<file path="src/rtl/mem_arbiter_pkg.sv">
// Shared definitions for the two-requester BRAM arbiter: widths,
// write-enable constants, FSM state encoding and the request record.
package mem_arbiter_pkg;

    localparam int ADDR_W = 19;
    localparam int DATA_W = 32;

    localparam logic [3:0] WEA_FULL = 4'b1111;
    localparam logic [3:0] WEA_NONE = 4'b0000;

    typedef enum logic [1:0] {
        ST_IDLE,
        ST_ADDR,
        ST_WAIT,
        ST_CAPT
    } arb_state_e;

    typedef enum logic {
        OWN_FETCH,
        OWN_EXEC
    } arb_owner_e;

    typedef struct packed {
        logic              we;
        logic [ADDR_W-1:0] addr;
        logic [DATA_W-1:0] wdata;
    } mem_req_t;

endpackage

</file>
<file path="src/rtl/mem_arbiter_if.sv">
// Bundle of the fetch port, exec port and single BRAM port seen by the
// arbiter. "slave" is the arbiter side, "master" the surrounding core/memory.
interface mem_arbiter_if;
    import mem_arbiter_pkg::*;

    logic              f_req;
    logic [ADDR_W-1:0] f_addr;
    logic              f_cancel;
    logic              f_done;
    logic [DATA_W-1:0] f_rdata;

    logic              e_req;
    logic              e_we;
    logic [ADDR_W-1:0] e_addr;
    logic [DATA_W-1:0] e_wdata;
    logic              e_done;
    logic [DATA_W-1:0] e_rdata;

    logic [ADDR_W-1:0] mem_addr;
    logic [DATA_W-1:0] mem_wdata;
    logic [3:0]        mem_wea;
    logic              mem_enable;
    logic [DATA_W-1:0] mem_rdata;

    modport slave (
        input  f_req, f_addr, f_cancel,
        input  e_req, e_we, e_addr, e_wdata,
        input  mem_rdata,
        output f_done, f_rdata, e_done, e_rdata,
        output mem_addr, mem_wdata, mem_wea, mem_enable
    );

    modport master (
        output f_req, f_addr, f_cancel,
        output e_req, e_we, e_addr, e_wdata,
        output mem_rdata,
        input  f_done, f_rdata, e_done, e_rdata,
        input  mem_addr, mem_wdata, mem_wea, mem_enable
    );

endinterface

</file>
<file path="src/rtl/mem_req_slot.sv">
// One-deep pending-request holder for a single requester. A request is
// captured only when nothing is pending or in flight for this requester;
// 'avail'/'head' expose either the stored request or a same-edge one so
// the arbiter can grant without a wasted cycle.
module mem_req_slot
    import mem_arbiter_pkg::*;
(
    input  logic     clk,
    input  logic     rstn,
    input  logic     req,
    input  mem_req_t req_info,
    input  logic     busy,
    input  logic     cancel,
    input  logic     take,
    output logic     avail,
    output mem_req_t head
);

    logic     valid_q, valid_d;
    mem_req_t info_q, info_d;
    logic     accept;

    // Decide acceptance, present the oldest request and update the slot.
    always_comb begin
        accept  = req && !valid_q && !busy && !cancel;
        avail   = !cancel && (valid_q || (req && !busy));
        head    = valid_q ? info_q : req_info;
        valid_d = valid_q;
        info_d  = info_q;
        if (accept) begin
            valid_d = 1'b1;
            info_d  = req_info;
        end
        if (take || cancel) begin
            valid_d = 1'b0;
        end
    end

    // Slot register with synchronous active-low reset.
    always_ff @(posedge clk) begin
        if (!rstn) begin
            valid_q <= 1'b0;
            info_q  <= '0;
        end else begin
            valid_q <= valid_d;
            info_q  <= info_d;
        end
    end

endmodule

</file>
<file path="src/rtl/mem_arbiter.sv">
// Fixed-priority arbiter (exec over fetch) sharing one BRAM port with a
// two-cycle read latency. Reads walk ADDR -> WAIT -> CAPT, stores finish
// after ADDR; a pending request is granted on the CAPT exit edge so
// back-to-back accesses have no idle gap.
module mem_arbiter
    import mem_arbiter_pkg::*;
(
    input  logic         clk,
    input  logic         rstn,
    mem_arbiter_if.slave bus
);

    arb_state_e        state_q, state_d;
    arb_owner_e        owner_q, owner_d;
    logic              store_q, store_d;
    logic              cancelled_q, cancelled_d;
    logic [ADDR_W-1:0] mem_addr_q, mem_addr_d;
    logic [DATA_W-1:0] mem_wdata_q, mem_wdata_d;
    logic [3:0]        mem_wea_q, mem_wea_d;
    logic              f_done_q, f_done_d;
    logic              e_done_q, e_done_d;
    logic [DATA_W-1:0] f_rdata_q, f_rdata_d;
    logic [DATA_W-1:0] e_rdata_q, e_rdata_d;

    logic     f_busy, e_busy;
    logic     f_avail, e_avail;
    logic     f_take, e_take;
    logic     can_grant;
    mem_req_t f_info, e_info;
    mem_req_t f_head, e_head;
    mem_req_t sel;

    assign f_busy = (state_q != ST_IDLE) && (owner_q == OWN_FETCH);
    assign e_busy = (state_q != ST_IDLE) && (owner_q == OWN_EXEC);

    assign f_info = '{we: 1'b0, addr: bus.f_addr, wdata: '0};
    assign e_info = '{we: bus.e_we, addr: bus.e_addr, wdata: bus.e_wdata};

    mem_req_slot u_fetch_slot (
        .clk      (clk),
        .rstn     (rstn),
        .req      (bus.f_req),
        .req_info (f_info),
        .busy     (f_busy),
        .cancel   (bus.f_cancel),
        .take     (f_take),
        .avail    (f_avail),
        .head     (f_head)
    );

    mem_req_slot u_exec_slot (
        .clk      (clk),
        .rstn     (rstn),
        .req      (bus.e_req),
        .req_info (e_info),
        .busy     (e_busy),
        .cancel   (1'b0),
        .take     (e_take),
        .avail    (e_avail),
        .head     (e_head)
    );

    // Next-state, completion and grant logic; exec wins every grant it asks for.
    always_comb begin
        state_d     = state_q;
        owner_d     = owner_q;
        store_d     = store_q;
        cancelled_d = cancelled_q;
        mem_addr_d  = mem_addr_q;
        mem_wdata_d = mem_wdata_q;
        mem_wea_d   = WEA_NONE;
        f_done_d    = 1'b0;
        e_done_d    = 1'b0;
        f_rdata_d   = f_rdata_q;
        e_rdata_d   = e_rdata_q;
        f_take      = 1'b0;
        e_take      = 1'b0;
        can_grant   = 1'b0;
        sel         = e_head;

        if (f_busy && bus.f_cancel) begin
            cancelled_d = 1'b1;
        end

        unique case (state_q)
            ST_IDLE: begin
                can_grant = 1'b1;
            end
            ST_ADDR: begin
                if (store_q) begin
                    e_done_d = 1'b1;
                    state_d  = ST_IDLE;
                end else begin
                    state_d  = ST_WAIT;
                end
            end
            ST_WAIT: begin
                state_d = ST_CAPT;
            end
            ST_CAPT: begin
                if (owner_q == OWN_EXEC) begin
                    e_done_d  = 1'b1;
                    e_rdata_d = bus.mem_rdata;
                end else if (!cancelled_d) begin
                    f_done_d  = 1'b1;
                    f_rdata_d = bus.mem_rdata;
                end
                state_d   = ST_IDLE;
                can_grant = 1'b1;
            end
            default: begin
                state_d = ST_IDLE;
            end
        endcase

        if (can_grant && (e_avail || f_avail)) begin
            sel         = e_avail ? e_head : f_head;
            e_take      = e_avail;
            f_take      = !e_avail;
            owner_d     = e_avail ? OWN_EXEC : OWN_FETCH;
            state_d     = ST_ADDR;
            store_d     = sel.we;
            cancelled_d = 1'b0;
            mem_addr_d  = sel.addr;
            mem_wdata_d = sel.wdata;
            mem_wea_d   = sel.we ? WEA_FULL : WEA_NONE;
        end
    end

    // State and registered outputs; reset aborts any access without a done.
    always_ff @(posedge clk) begin
        if (!rstn) begin
            state_q     <= ST_IDLE;
            owner_q     <= OWN_FETCH;
            store_q     <= 1'b0;
            cancelled_q <= 1'b0;
            mem_addr_q  <= '0;
            mem_wdata_q <= '0;
            mem_wea_q   <= WEA_NONE;
            f_done_q    <= 1'b0;
            e_done_q    <= 1'b0;
            f_rdata_q   <= '0;
            e_rdata_q   <= '0;
        end else begin
            state_q     <= state_d;
            owner_q     <= owner_d;
            store_q     <= store_d;
            cancelled_q <= cancelled_d;
            mem_addr_q  <= mem_addr_d;
            mem_wdata_q <= mem_wdata_d;
            mem_wea_q   <= mem_wea_d;
            f_done_q    <= f_done_d;
            e_done_q    <= e_done_d;
            f_rdata_q   <= f_rdata_d;
            e_rdata_q   <= e_rdata_d;
        end
    end

    assign bus.f_done     = f_done_q;
    assign bus.f_rdata    = f_rdata_q;
    assign bus.e_done     = e_done_q;
    assign bus.e_rdata    = e_rdata_q;
    assign bus.mem_addr   = mem_addr_q;
    assign bus.mem_wdata  = mem_wdata_q;
    assign bus.mem_wea    = mem_wea_q;
    assign bus.mem_enable = 1'b1;

endmodule

</file>
<file path="src/flat_wrapper.sv">
// flat-port wrapper written by rule: the top's interface ports become plain ports
module mem_arbiter_flat import mem_arbiter_pkg::*;
  (clk, rstn, bus_f_req, bus_f_addr, bus_f_cancel, bus_e_req, bus_e_we, bus_e_addr, bus_e_wdata, bus_mem_rdata, bus_f_done, bus_f_rdata, bus_e_done, bus_e_rdata, bus_mem_addr, bus_mem_wdata, bus_mem_wea, bus_mem_enable);
  mem_arbiter_if bus_i ();
  input  logic clk;
  input  logic rstn;
  input wire logic [$bits(bus_i.f_req)-1:0] bus_f_req;
  input wire logic [$bits(bus_i.f_addr)-1:0] bus_f_addr;
  input wire logic [$bits(bus_i.f_cancel)-1:0] bus_f_cancel;
  input wire logic [$bits(bus_i.e_req)-1:0] bus_e_req;
  input wire logic [$bits(bus_i.e_we)-1:0] bus_e_we;
  input wire logic [$bits(bus_i.e_addr)-1:0] bus_e_addr;
  input wire logic [$bits(bus_i.e_wdata)-1:0] bus_e_wdata;
  input wire logic [$bits(bus_i.mem_rdata)-1:0] bus_mem_rdata;
  output wire logic [$bits(bus_i.f_done)-1:0] bus_f_done;
  output wire logic [$bits(bus_i.f_rdata)-1:0] bus_f_rdata;
  output wire logic [$bits(bus_i.e_done)-1:0] bus_e_done;
  output wire logic [$bits(bus_i.e_rdata)-1:0] bus_e_rdata;
  output wire logic [$bits(bus_i.mem_addr)-1:0] bus_mem_addr;
  output wire logic [$bits(bus_i.mem_wdata)-1:0] bus_mem_wdata;
  output wire logic [$bits(bus_i.mem_wea)-1:0] bus_mem_wea;
  output wire logic [$bits(bus_i.mem_enable)-1:0] bus_mem_enable;
  assign bus_i.f_req = bus_f_req;
  assign bus_i.f_addr = bus_f_addr;
  assign bus_i.f_cancel = bus_f_cancel;
  assign bus_i.e_req = bus_e_req;
  assign bus_i.e_we = bus_e_we;
  assign bus_i.e_addr = bus_e_addr;
  assign bus_i.e_wdata = bus_e_wdata;
  assign bus_i.mem_rdata = bus_mem_rdata;
  assign bus_f_done = bus_i.f_done;
  assign bus_f_rdata = bus_i.f_rdata;
  assign bus_e_done = bus_i.e_done;
  assign bus_e_rdata = bus_i.e_rdata;
  assign bus_mem_addr = bus_i.mem_addr;
  assign bus_mem_wdata = bus_i.mem_wdata;
  assign bus_mem_wea = bus_i.mem_wea;
  assign bus_mem_enable = bus_i.mem_enable;
  mem_arbiter u_core (.clk(clk), .rstn(rstn), .bus(bus_i));
endmodule
</file>
<file path="config.mk">
export PLATFORM = sky130hd
export DESIGN_NAME = mem_arbiter_flat
export DESIGN_NICKNAME = d
export VERILOG_FILES = /design/src/rtl/mem_arbiter_pkg.sv /design/src/rtl/mem_arbiter_if.sv /design/src/rtl/mem_req_slot.sv /design/src/rtl/mem_arbiter.sv /design/src/flat_wrapper.sv
export SDC_FILE = /design/constraint.sdc
export NUM_CORES = 1
export LEC_CHECK = 0
export BUFFER_PORTS_ARGS = -buffer_cell sky130_fd_sc_hd__buf_2
export CORE_UTILIZATION = 44
export CTS_BUF_LIST = sky130_fd_sc_hd__clkbuf_2 sky130_fd_sc_hd__clkbuf_4 sky130_fd_sc_hd__clkbuf_8
export CTS_CLUSTER_DIAMETER = 120
export DETAILED_ROUTE_END_ITERATION = 10
export GPL_ROUTABILITY_DRIVEN = 1
export GPL_TIMING_DRIVEN = 0
export HOLD_SLACK_MARGIN = 0.02
export PLACE_DENSITY = 0.71
export SYNTH_ARGS = -nofsm -noshare
export SYNTH_HDL_FRONTEND = slang
export SYNTH_SLANG_ARGS = --single-unit
</file>
<file path="constraint.sdc">
create_clock -name clk -period 2.4 [get_ports clk]
set_clock_uncertainty 0.1 [all_clocks]
set_input_delay 0.36 -clock clk [delete_from_list [all_inputs] [get_ports clk]]
set_output_delay 0.36 -clock clk [all_outputs]
set_load 0.02 [all_outputs]
</file>
======== Word level (Yosys, flattened, before mapping) ========
Index checks and enable logic that the tools add are counted.
Widths: inputs -> output; s select.
storage, ports and cells
  register bits after elaboration ......... 199
  output and inout port bits .............. 122
  word-level logic and storage cells ...... 75
  input bits .............................. 108
operators by class
  eq/ne operators ......................... 3
  reduce and logical (&&, ||, !) cells .... 34
  multiplexer cells ....................... 16
  bitwise gates (word level) .............. 4
operators with widths
  cell                number
  $mux 52             2
  $mux 51             1
  $logic_and 1x1->1   12
  $mux 1              9
  $reduce_or 2->1     4
  $logic_not 1->1     6
  $pmux 2 s3          1
  $eq 2x2->1 const B  2
  $logic_or 1x1->1    4
  $mux 4              1
  $not 1->1           4
  $reduce_and 2->1    2
  $reduce_bool 4->1   1
  $reduce_and 3->1    1
  $reduce_bool 3->1   1
  $reduce_or 3->1     1
  $eq 2x1->1 const B  1
  $logic_not 2->1     1
  $mux 2              1
  $pmux 1 s2          1
  $reduce_bool 2->1   1

======== Logic depth before layout (Yosys ltp) ========
Gate-level depths: netlist of run 1.
  depth in word-level cells ............... 11
  gate-level depth with buffers ........... 8
  depth with buffers taken out ............ 6

======== Cells and area by module ========
From an unflattened synthesis of run 1, not the netlist that was laid out.
second synthesis, totals
  cells, all modules ...................... 1137
  area total of the unflattened synthesis .. 10968.0 um^2
by module, submodules not included
  module        cells an instance  times used  area an instance (um^2)  sequential area each (um^2)
  mem_req_slot  291                2           2803.9                   1061.0
  mem_arbiter   555                1           5360.1                   2462.4

======== Worst setup path before layout of run 1 ========
OpenSTA, ideal clock, no wires.
  path type ............................... reg-to-reg
  start point ............................. reg u_core.state_q[0]
  end point ............................... reg u_core.mem_addr_q[10], in the netlist u_core.bus.mem_addr[10]
  slack ................................... 0.545 ns
  buffers on the path ..................... 1
  clock period less this slack ............ 1.855 ns
  data arrival time ....................... 1.639 ns
  stages on the path, launching flop included .. 8
  required time ........................... 2.184 ns
  setup time .............................. 0.116 ns
  cell sequence ........................... dfxtp_1 > inv_1 > ha_1 > and2b_4 > nor3_4 > buf_6 > a221o_1 > o211a_1
on the way
  word-level cells in the longest chain between the ends .. 8
  elaborated cells between the ends (all ways) .. 17
  classes of those cells .................. 1 x eq/ne; 2 x mux; 14 x reduce/logical
ends and longest elaborated chain
  what                    RTL line                              source
  start, declared         mem_arbiter.sv:13                     arb_state_e state_q, state_d;
  start signal, assigned  mem_arbiter.sv:145                    state_q <= state_d;
  $reduce_bool 2->1       mem_arbiter.sv:33, mem_arbiter.sv:34
  $logic_and 1x1->1       mem_arbiter.sv:33                     assign f_busy = (state_q != ST_IDLE) && (owner_q == OWN_FETCH);
  $logic_not 1->1         mem_req_slot.sv:26                    avail = !cancel && (valid_q || (req && !busy));
  $logic_and 1x1->1       mem_req_slot.sv:26
  $logic_or 1x1->1        mem_req_slot.sv:26
  $logic_and 1x1->1       mem_req_slot.sv:26
  $logic_or 1x1->1        mem_arbiter.sv:116                    if (can_grant && (e_avail || f_avail)) begin
  $logic_and 1x1->1       mem_arbiter.sv:116
  end signal, assigned    mem_arbiter.sv:149                    mem_addr_q <= mem_addr_d;
  end, declared           mem_arbiter.sv:17                     logic [ADDR_W-1:0] mem_addr_q, mem_addr_d;
Several ways; a longest one is shown, not always the timed one.
A chain may end at the register's enable or synchronous reset.

======== Worst setup path in the final report of run 1 ========
  start point ............................. reg u_core.state_q[1]
  end point ............................... reg u_core.mem_wdata_q[0], in the netlist u_core.bus.mem_wdata[0]
on the way
  word-level cells in the longest chain between the ends .. 8
  elaborated cells between the ends (all ways) .. 17
  classes of those cells .................. 1 x eq/ne; 2 x mux; 14 x reduce/logical
ends and longest elaborated chain
  what                  RTL line                              source
  $reduce_bool 2->1     mem_arbiter.sv:33, mem_arbiter.sv:34
  $logic_and 1x1->1     mem_arbiter.sv:33
  $logic_not 1->1       mem_req_slot.sv:26
  $logic_and 1x1->1     mem_req_slot.sv:26
  $logic_or 1x1->1      mem_req_slot.sv:26
  $logic_and 1x1->1     mem_req_slot.sv:26
  $logic_or 1x1->1      mem_arbiter.sv:116
  $logic_and 1x1->1     mem_arbiter.sv:116
  end signal, assigned  mem_arbiter.sv:150                    mem_wdata_q <= mem_wdata_d;
  end, declared         mem_arbiter.sv:18                     logic [DATA_W-1:0] mem_wdata_q, mem_wdata_d;
Several ways; a longest one is shown, not always the timed one.

==> results of run 1 <==
layer usage:
| layer | up-vias | part of all wire, % |
|---|---|---|
| met5 | - | 0.090 |
| met2 | 233 | 46 |
| met3 | 33 | 7.4 |
| met4 | 4 | 1.6 |
| li1 | 3734 | - |
| met1 | 3533 | 45 |
critical path, delay by kind of cell, from the launching register on:
family                     cells  cell delay, ns
and+or+nand+nor                1            0.15
AOI/OAI and AO/OA              1            0.16
buffers and inverters          4            0.99
adders and majority gates      1            0.28
DFF                            1            0.40
synth_stat cells, types with 2 or more instances:
cell type and count:
a21boi_0 90, a21boi_1 28, a21o_1 17, a21oi_1 3, a221o_1 17, a32oi_1 33
and2_1 2, and3_1 2, buf_1 2, buf_2 20, buf_4 10, buf_6 8
clkbuf_1 48, dfxtp_1 196, ha_1 5, inv_1 6, mux2i_1 38, nand2_1 236
nand2b_1 2, nand3_1 34, nor2_1 2, nor2b_1 20, nor3_1 2, o211a_1 49
o21ai_0 17, o21ai_1 6, o21bai_1 2, o221a_2 3, or3_1 2
metrics by stage:
step                util, %  hold slack (ns)  power, mW  cell area [um^2]  cells
finish                 55.7           0.0364       11.2             10400   1428
global placement       52.6            0.340       9.09              9800   1374
floorplan                 -            0.335       7.68              8360    912
global route           55.7           0.0211       11.9             10400   1428
detailed placement     52.6            0.344       9.14              9800   1374
CTS                    55.6           0.0200       11.3             10400   1425
registers in the layout, indices dropped and copies added, names as in the netlist, 2 cells and up:
name and cells:
u_core.bus.mem_addr 19, u_core.bus.f_rdata 32, u_core.u_fetch_slot.info_q 19, u_core.bus.mem_wdata 32, u_core.state_q 2, u_core.bus.e_rdata 32, u_core.u_exec_slot.info_q 52
layout make-up:
type / instances / area share (%)
Inverter: 6 / 0.217
Clock buffer: 17 / 2.25
Buffer: 89 / 4.44
Sequential cell: 196 / 37.8
Timing Repair Buffer: 249 / 13.0
Tap cell: 234 / 2.82
Clock inverter: 14 / 1.37
Antenna cell: 2 / 0.0482
Multi-Input combinational cell: 621 / 38.1
power by group:
group          leakage [nW]  internal, mW  switching [mW]
Combinational          3.12          1.91            2.92
Clock                 0.176         0.844            1.27
Sequential             1.60          3.91           0.354
cell families after synthesis:
family,Yosys count
compound gates,270
fa+ha+maj,5
buf+inv,95
flops,196
mux,38
other cells,1
simple gates,307
timing repair:
| action | CTS | global route |
|---|---|---|
| endpoints found under the setup margin | 0 | 9 |
| buffers inserted | 0 | 0 |
| gates resized for setup | 0 | 5 |
| endpoints found under the hold margin | 21 | 1 |
| hold buffers | 20 | 1 |
worst max path at each step:
stage / from / to
after floorplan: u_core.state_q[0]$_SDFFE_PN0P_ / u_core.bus.mem_addr[10]$_SDFFE_PN0P_
after global placement: u_core.state_q[0]$_SDFFE_PN0P_ / u_core.bus.mem_addr[15]$_SDFFE_PN0P_
after detailed placement: u_core.state_q[0]$_SDFFE_PN0P_ / u_core.bus.mem_addr[10]$_SDFFE_PN0P_
after CTS: u_core.state_q[0]$_SDFFE_PN0P_ / u_core.bus.mem_addr[10]$_SDFFE_PN0P_
after global routing: u_core.state_q[0]$_SDFFE_PN0P_ / u_core.bus.mem_addr[11]$_SDFFE_PN0P_
final: u_core.state_q[1]$_SDFFE_PP0P_ / u_core.bus.mem_wdata[0]$_SDFFE_PN0P_
==> flow_summary.json, run 1 <==
{
  "outcome": "complete, no violations",
  "rr_worst_depth": 7,
  "ant_nets": 0,
  "start_util_pct": 44.9,
  "cts_max_level": 4,
  "place.port_buffers": 228,
  "cts_tree": "built",
  "start_kind": "flop",
  "syn_avg_cell_area_um2": 9.17,
  "ys_seq_area_share_pct": 46.9,
  "slowest_stage": "clkbuf_1",
  "setup_tns_ns": 0,
  "worstReg2RegStart": "u_core.state_q[1]$_SDFFE_PP0P_",
  "fill_cells": 1755,
  "clockBufferDepth": 2,
  "synth_edf_count": 0,
  "dr.pass1.iters": 5,
  "grtUsageMet3_pct": 7.23,
  "gr-max-usage-layer": "met2",
  "min_path_cells": 3,
  "ys_ff_latch": 196,
  "cp.arrival_ns": 2.44,
  "power_density_mw_per_mm2": 1080,
  "fin_crit_sh_pct": 90.5,
  "wirelength_mm": 23.3,
  "drc": 0,
  "slew_headroom_pct": 63.9,
  "multi_input_area_mm2": 0.00396,
  "min_to": "u_core.u_exec_slot.info_q[0]$_SDFFE_PN0P_",
  "grt_first_pass_wirelength_mm": 37.1,
  "grt_pass1_vias": 7202,
  "final-seq-area_mm2": 0.00392,
  "post-dp-hpwl_mm": 16.7,
  "cp-end-kind": "flop",
  "num_rows": 50,
  "grt_usage_pct": 23.8,
  "synth_nets": 1025,
  "cp_max_fo": 10,
  "antenna_found_initial": 4,
  "yosysWarnings": 0,
  "crit_top_cell": "inv_1",
  "cts_buffers": 17,
  "drv_cap": 0,
  "grt.overflow.total": 0,
  "timing.fmax_mhz": 460,
  "drive_gt1_share_pct": 26.1,
  "viasPerCell": 5.28,
  "yosys.cell_types.count": 41,
  "core_mm2": 0.0186,
  "slew_viol_final": 0,
  "dieWidth_um": 140,
  "cp.required_ns": 2.67,
  "synth-simple-area-share_pct": 15.8,
  "irDropWorstVdd_mv": 0.545,
  "final_common_cell": "buf_2",
  "cts.clk_slew.worst_paths_ns": 0.10,
  "synth_area_leader_cell": "dfxtp_1",
  "grt_use_met2_pct": 38.9,
  "critPathKind": "reg2reg",
  "slowest_delay_ns": 0.46,
  "syn_inst": 912,
  "synth_mux_area_share_pct": 4.55,
  "fin_crit_ns": 2.17,
  "die_h_um": 140,
  "hold_violations": 0,
  "wire_per_inst_um": 16.3,
  "p_leak_nw": 4.90,
  "grt_use_met1_pct": 30.4,
  "r2r-end": "u_core.bus.mem_wdata[0]$_SDFFE_PN0P_",
  "final_cell_mix": "buf_2 (248), nand2_1 (236), dfxtp_1 (196)",
  "finalWeightedCongestion": 0.791,
  "die-area_mm2": 0.0196,
  "synthTopCellsByArea": "dfxtp_1 (47%), nand2_1 (11%), a21boi_0 (8.1%)",
  "regToRegSetupSlack_ns": 0.23,
  "syn_to_final_growth_pct": 24.3,
  "clock-sinks": 196,
  "drt_iter0_markers": 401,
  "rsz0062_at_grt": "false",
  "synth.top_cell.area_share_pct": 46.9,
  "ys.flop_type": "dfxtp_1",
  "synthArstFlopShare_pct": 0,
  "setup_ws_ns": 0.228,
  "min-delay-start": "bus_e_wdata[0]",
  "path_cells": "inv_1 -> ha_1 -> buf_2 -> inv_1 -> clkbuf_1 -> nand3_1 -> o211a_1",
  "setup_viol": 0,
  "vias": 7537,
  "hold_class": "in2reg",
  "synth_top_family_by_area": "compound AO/OA/AOI/OAI gates",
  "insertion_delay_ns": 0.48,
  "synth-xor-area-share_pct": 0,
  "fin_nets": 1293,
  "worst_pin_slew_ns": 0.542,
  "dp_slack_ns": 0.0849,
  "synth_compound_area_share_pct": 26.2,
  "grt_max_degree": 19,
  "io_pins": 230,
  "synthAdderAreaFrac_pct": 0.748,
  "synth.cell_area_mm2": 0.00836,
  "cts_root_buffer": "clkbuf_8"
}
Power figures use the tool's default switching activity.
==> inputs of run 2 (changes only) <==
--- a/config.mk
+++ b/config.mk
@@ -7,13 +7,14 @@
 export LEC_CHECK = 0
 export BUFFER_PORTS_ARGS = -buffer_cell sky130_fd_sc_hd__buf_2
 export CORE_UTILIZATION = 44
-export CTS_BUF_LIST = sky130_fd_sc_hd__clkbuf_2 sky130_fd_sc_hd__clkbuf_4 sky130_fd_sc_hd__clkbuf_8
 export CTS_CLUSTER_DIAMETER = 120
 export DETAILED_ROUTE_END_ITERATION = 10
 export GPL_ROUTABILITY_DRIVEN = 1
 export GPL_TIMING_DRIVEN = 0
 export HOLD_SLACK_MARGIN = 0.02
-export PLACE_DENSITY = 0.71
+export MAX_ROUTING_LAYER = met4
+export PLACE_DENSITY = 0.68
 export SYNTH_ARGS = -nofsm -noshare
 export SYNTH_HDL_FRONTEND = slang
+export SYNTH_HIERARCHICAL = 1
 export SYNTH_SLANG_ARGS = --single-unit
==> flow_summary.json, run 2 <==
{
  "final-seq-area_mm2": 0.00458,
  "ys_ff_latch": 229,
  "top_layer": "met4",
  "clock-sinks": 229,
  "min_to": "u_core/u_fetch_slot/info_q[35]$_SDFFE_PN0P_",
  "grt.overflow.total": 0,
  "insertion_delay_ns": 0.53,
  "setup_viol": 0,
  "critPathKind": "reg2reg",
  "ys.flop_type": "dfxtp_1",
  "synth.cell_area_mm2": 0.0110,
  "routed-wl-met2_mm": 13.7,
  "cts_max_level": 1,
  "design_area_mm2": 0.0147,
  "drt_iter0_markers": 430,
  "worstReg2RegStart": "u_core/state_q[0]$_SDFFE_PN0P_",
  "fill_cells": 2178,
  "yosysWarnings": 6,
  "power_mw": 12.8,
  "p_sw_mw": 4.18,
  "syn_inst": 1137,
  "cp_max_fo": 10,
  "slew_headroom_pct": 60.6,
  "start_util_pct": 45.0,
  "dpl.cell_count": 1756,
  "largest_registers": "u_core/u_exec_slot/info_q (52), u_core/u_fetch_slot/info_q (52)",
  "yosys.cell_types.count": 32,
  "final_cell_mix": "nand2_1 (392), buf_2 (252), dfxtp_1 (229)",
  "setup_tns_ns": 0,
  "grt_first_pass_wirelength_mm": 47.0,
  "antenna_found_initial": 3,
  "cts_tree": "built",
  "slew_viol_final": 0,
  "drc": 0,
  "grt_usage_pct": 23.2,
  "grt_pass1_vias": 9195,
  "ys_seq_area_share_pct": 41.8,
  "wl_met1_mm": 13.2,
  "fin_crit_ns": 2.28,
  "num_rows": 57,
  "r2r-end": "u_core/bus.mem_wdata[28]$_SDFFE_PN0P_",
  "timing.fmax_mhz": 438,
  "grt_max_degree": 13,
  "p_int_mw": 8.63,
  "rr_worst_depth": 10,
  "p_leak_nw": 6.82,
  "synthTopCellsByArea": "dfxtp_1 (42%), mux2i_1 (17%), nand2_1 (13%)",
  "dieWidth_um": 160,
  "irDropWorstVdd_mv": 0.531,
  "clockBufferDepth": 3,
  "die-area_mm2": 0.0256,
  "multi_input_area_mm2": 0.00586,
  "wire_per_inst_um": 15.3,
  "synthTopCellsByCount": "nand2_1 (392), dfxtp_1 (229), mux2i_1 (187), mux2_2 (105), o211a_1 (51)",
  "synth_most_common_cell": "nand2_1",
  "comb_power_share_pct": 32.1,
  "vias": 9226,
  "die_h_um": 160,
  "hold_violations": 0,
  "power_density_mw_per_mm2": 872,
  "syn_avg_cell_area_um2": 9.65,
  "finalWeightedCongestion": 0.799,
  "outcome": "complete, no violations",
  "share_seq_of_total_power_pct": 37.1,
  "wirelength_mm": 29.2,
  "min-delay-start": "bus_f_addr[3]",
  "post-cts-setup-buffer-count": 0,
  "synth_edf_count": 0,
  "post-dp-hpwl_mm": 20.0,
  "cts.clk_slew.worst_paths_ns": 0.06,
  "cp.required_ns": 2.72,
  "cts_buffers": 26,
  "route.met3.wl_mm": 1.41,
  "final_common_cell": "nand2_1",
  "synth_area_leader_cell": "dfxtp_1",
  "pwr-share-clk_pct": 30.8,
  "fin_cells": 1906,
  "viasPerCell": 4.84,
  "drive_gt1_share_pct": 27.9,
  "worst_pin_slew_ns": 0.591,
  "regToRegSetupSlack_ns": 0.12,
  "cp-end-kind": "flop",
  "cp.arrival_ns": 2.61,
  "min_path_cells": 3,
  "synth.top_cell.area_share_pct": 41.8,
  "place.port_buffers": 227,
  "cts_root_buffer": "clkbuf_16",
  "fin_crit_sh_pct": 95.2,
  "drv_cap": 0,
  "hold_class": "in2reg",
  "synthArstFlopShare_pct": 0,
  "syn_to_final_growth_pct": 33.9,
  "start_kind": "flop",
  "fin_nets": 1676,
  "io_pins": 230,
  "dr.pass1.iters": 5,
  "placed_area_mm2": 0.0128,
  "core_mm2": 0.0244,
  "ant_nets": 0,
  "hold_slack_ns": 0.0353,
  "sw_frac_of_total_pct": 32.7
}
run 2: cell types whose count changed in the layout (fill, tap and decap cells not counted), sizes merged, moves of 34 or more:
| cell | previous run | this run |
|---|---|---|
| nand2 | 236 | 392 |
| mux2i | 38 | 187 |
| mux2 | 0 | 105 |
| a21boi | 118 | 34 |
| dlygate4sd3 | 21 | 103 |
| conb | 1 | 70 |
| nand3 | 34 | 0 |
run 2: power groups by stage:
stage | logic, mW | registers (mW) | clock network [mW]
finish | 4.12 | 4.75 | 3.94
global route | 4.43 | 4.83 | 4.19
CTS | 4.10 | 4.75 | 4.04
detailed placement | 3.95 | 4.83 | 0
global placement | 3.91 | 4.81 | 0
floorplan | 2.31 | 5.29 | 0
run 2: metal layers:
metal / vias to the layer above / track usage, %
met5: - / -
met1: 4319 / 29.3
met3: 61 / 3.35
met2: 232 / 38.2
met4: 0 / 7.36
li1: 4614 / -
run 2: how the worst max path moves through the flow:
| stage | to | startpoint | cells after the start | slack [ns] |
|---|---|---|---|---|
| after floorplan | u_core/bus.mem_addr[0]$_SDFFE_PN0P_ | u_core/state_q[0]$_SDFFE_PN0P_ | 10 | 0.37 |
| after global placement | u_core/bus.mem_wdata[15]$_SDFFE_PN0P_ | u_core/state_q[0]$_SDFFE_PN0P_ | 10 | 0.05 |
| after detailed placement | u_core/bus.mem_wdata[15]$_SDFFE_PN0P_ | u_core/state_q[0]$_SDFFE_PN0P_ | 10 | 0.05 |
| after CTS | u_core/bus.mem_wdata[15]$_SDFFE_PN0P_ | u_core/state_q[0]$_SDFFE_PN0P_ | 10 | 0.03 |
| after global routing | u_core/bus.mem_addr[17]$_SDFFE_PN0P_ | u_core/state_q[0]$_SDFFE_PN0P_ | 10 | -0.001 |
| final | u_core/bus.mem_wdata[28]$_SDFFE_PN0P_ | u_core/state_q[0]$_SDFFE_PN0P_ | 10 | 0.12 |
run 2: critical path, cell delays in order, from the launching register on:
cell      delay [ns]
dfxtp_1         0.33
inv_1           0.15
ha_2            0.24
nor2b_2         0.07
nand2b_1        0.16
a21oi_1         0.22
buf_6           0.21
buf_4           0.26
mux2i_1         0.24
nand2_1         0.08
o211a_1         0.12
run 2: metrics by stage:
| stage | utilization, % | setup WS, ns |
|---|---|---|
| after global routing | 60.2 | -0.00134 |
| after global placement | 52.3 | 0.0474 |
| after floorplan | - | 0.368 |
| final | 60.2 | 0.115 |
| after CTS | 60.0 | 0.0311 |
| after detailed placement | 52.3 | 0.0481 |
run 2: cell families (layout without fill, tap and decap cells):
| logic type | count (synthesis) | after routing | share of synthesized area [%] |
|---|---|---|---|
| other cells | 2 | 73 | 0.0685 |
| fa+ha+maj | 5 | 5 | 0.570 |
| compound gates | 96 | 96 | 7.65 |
| mux | 292 | 292 | 27.8 |
| simple gates | 409 | 409 | 14.7 |
| buf+inv | 104 | 478 | 7.36 |
| flops | 229 | 229 | 41.8 |
run 2: cell type report:
class,count,area share (%)
inverters,6,0.153
plain buffers,98,5.44
well taps,324,2.76
diodes,3,0.0511
clock inverters,4,0.332
repair buffers,330,14.8
flip-flops and latches,229,31.2
multi-input cells,872,39.9
clock buffers,40,5.41
run 2: what timing repair did:
item,CTS,global route
hold buffers,103,0
setup endpoints to repair,0,51
gates resized for setup,0,10
hold endpoints to repair,135,0
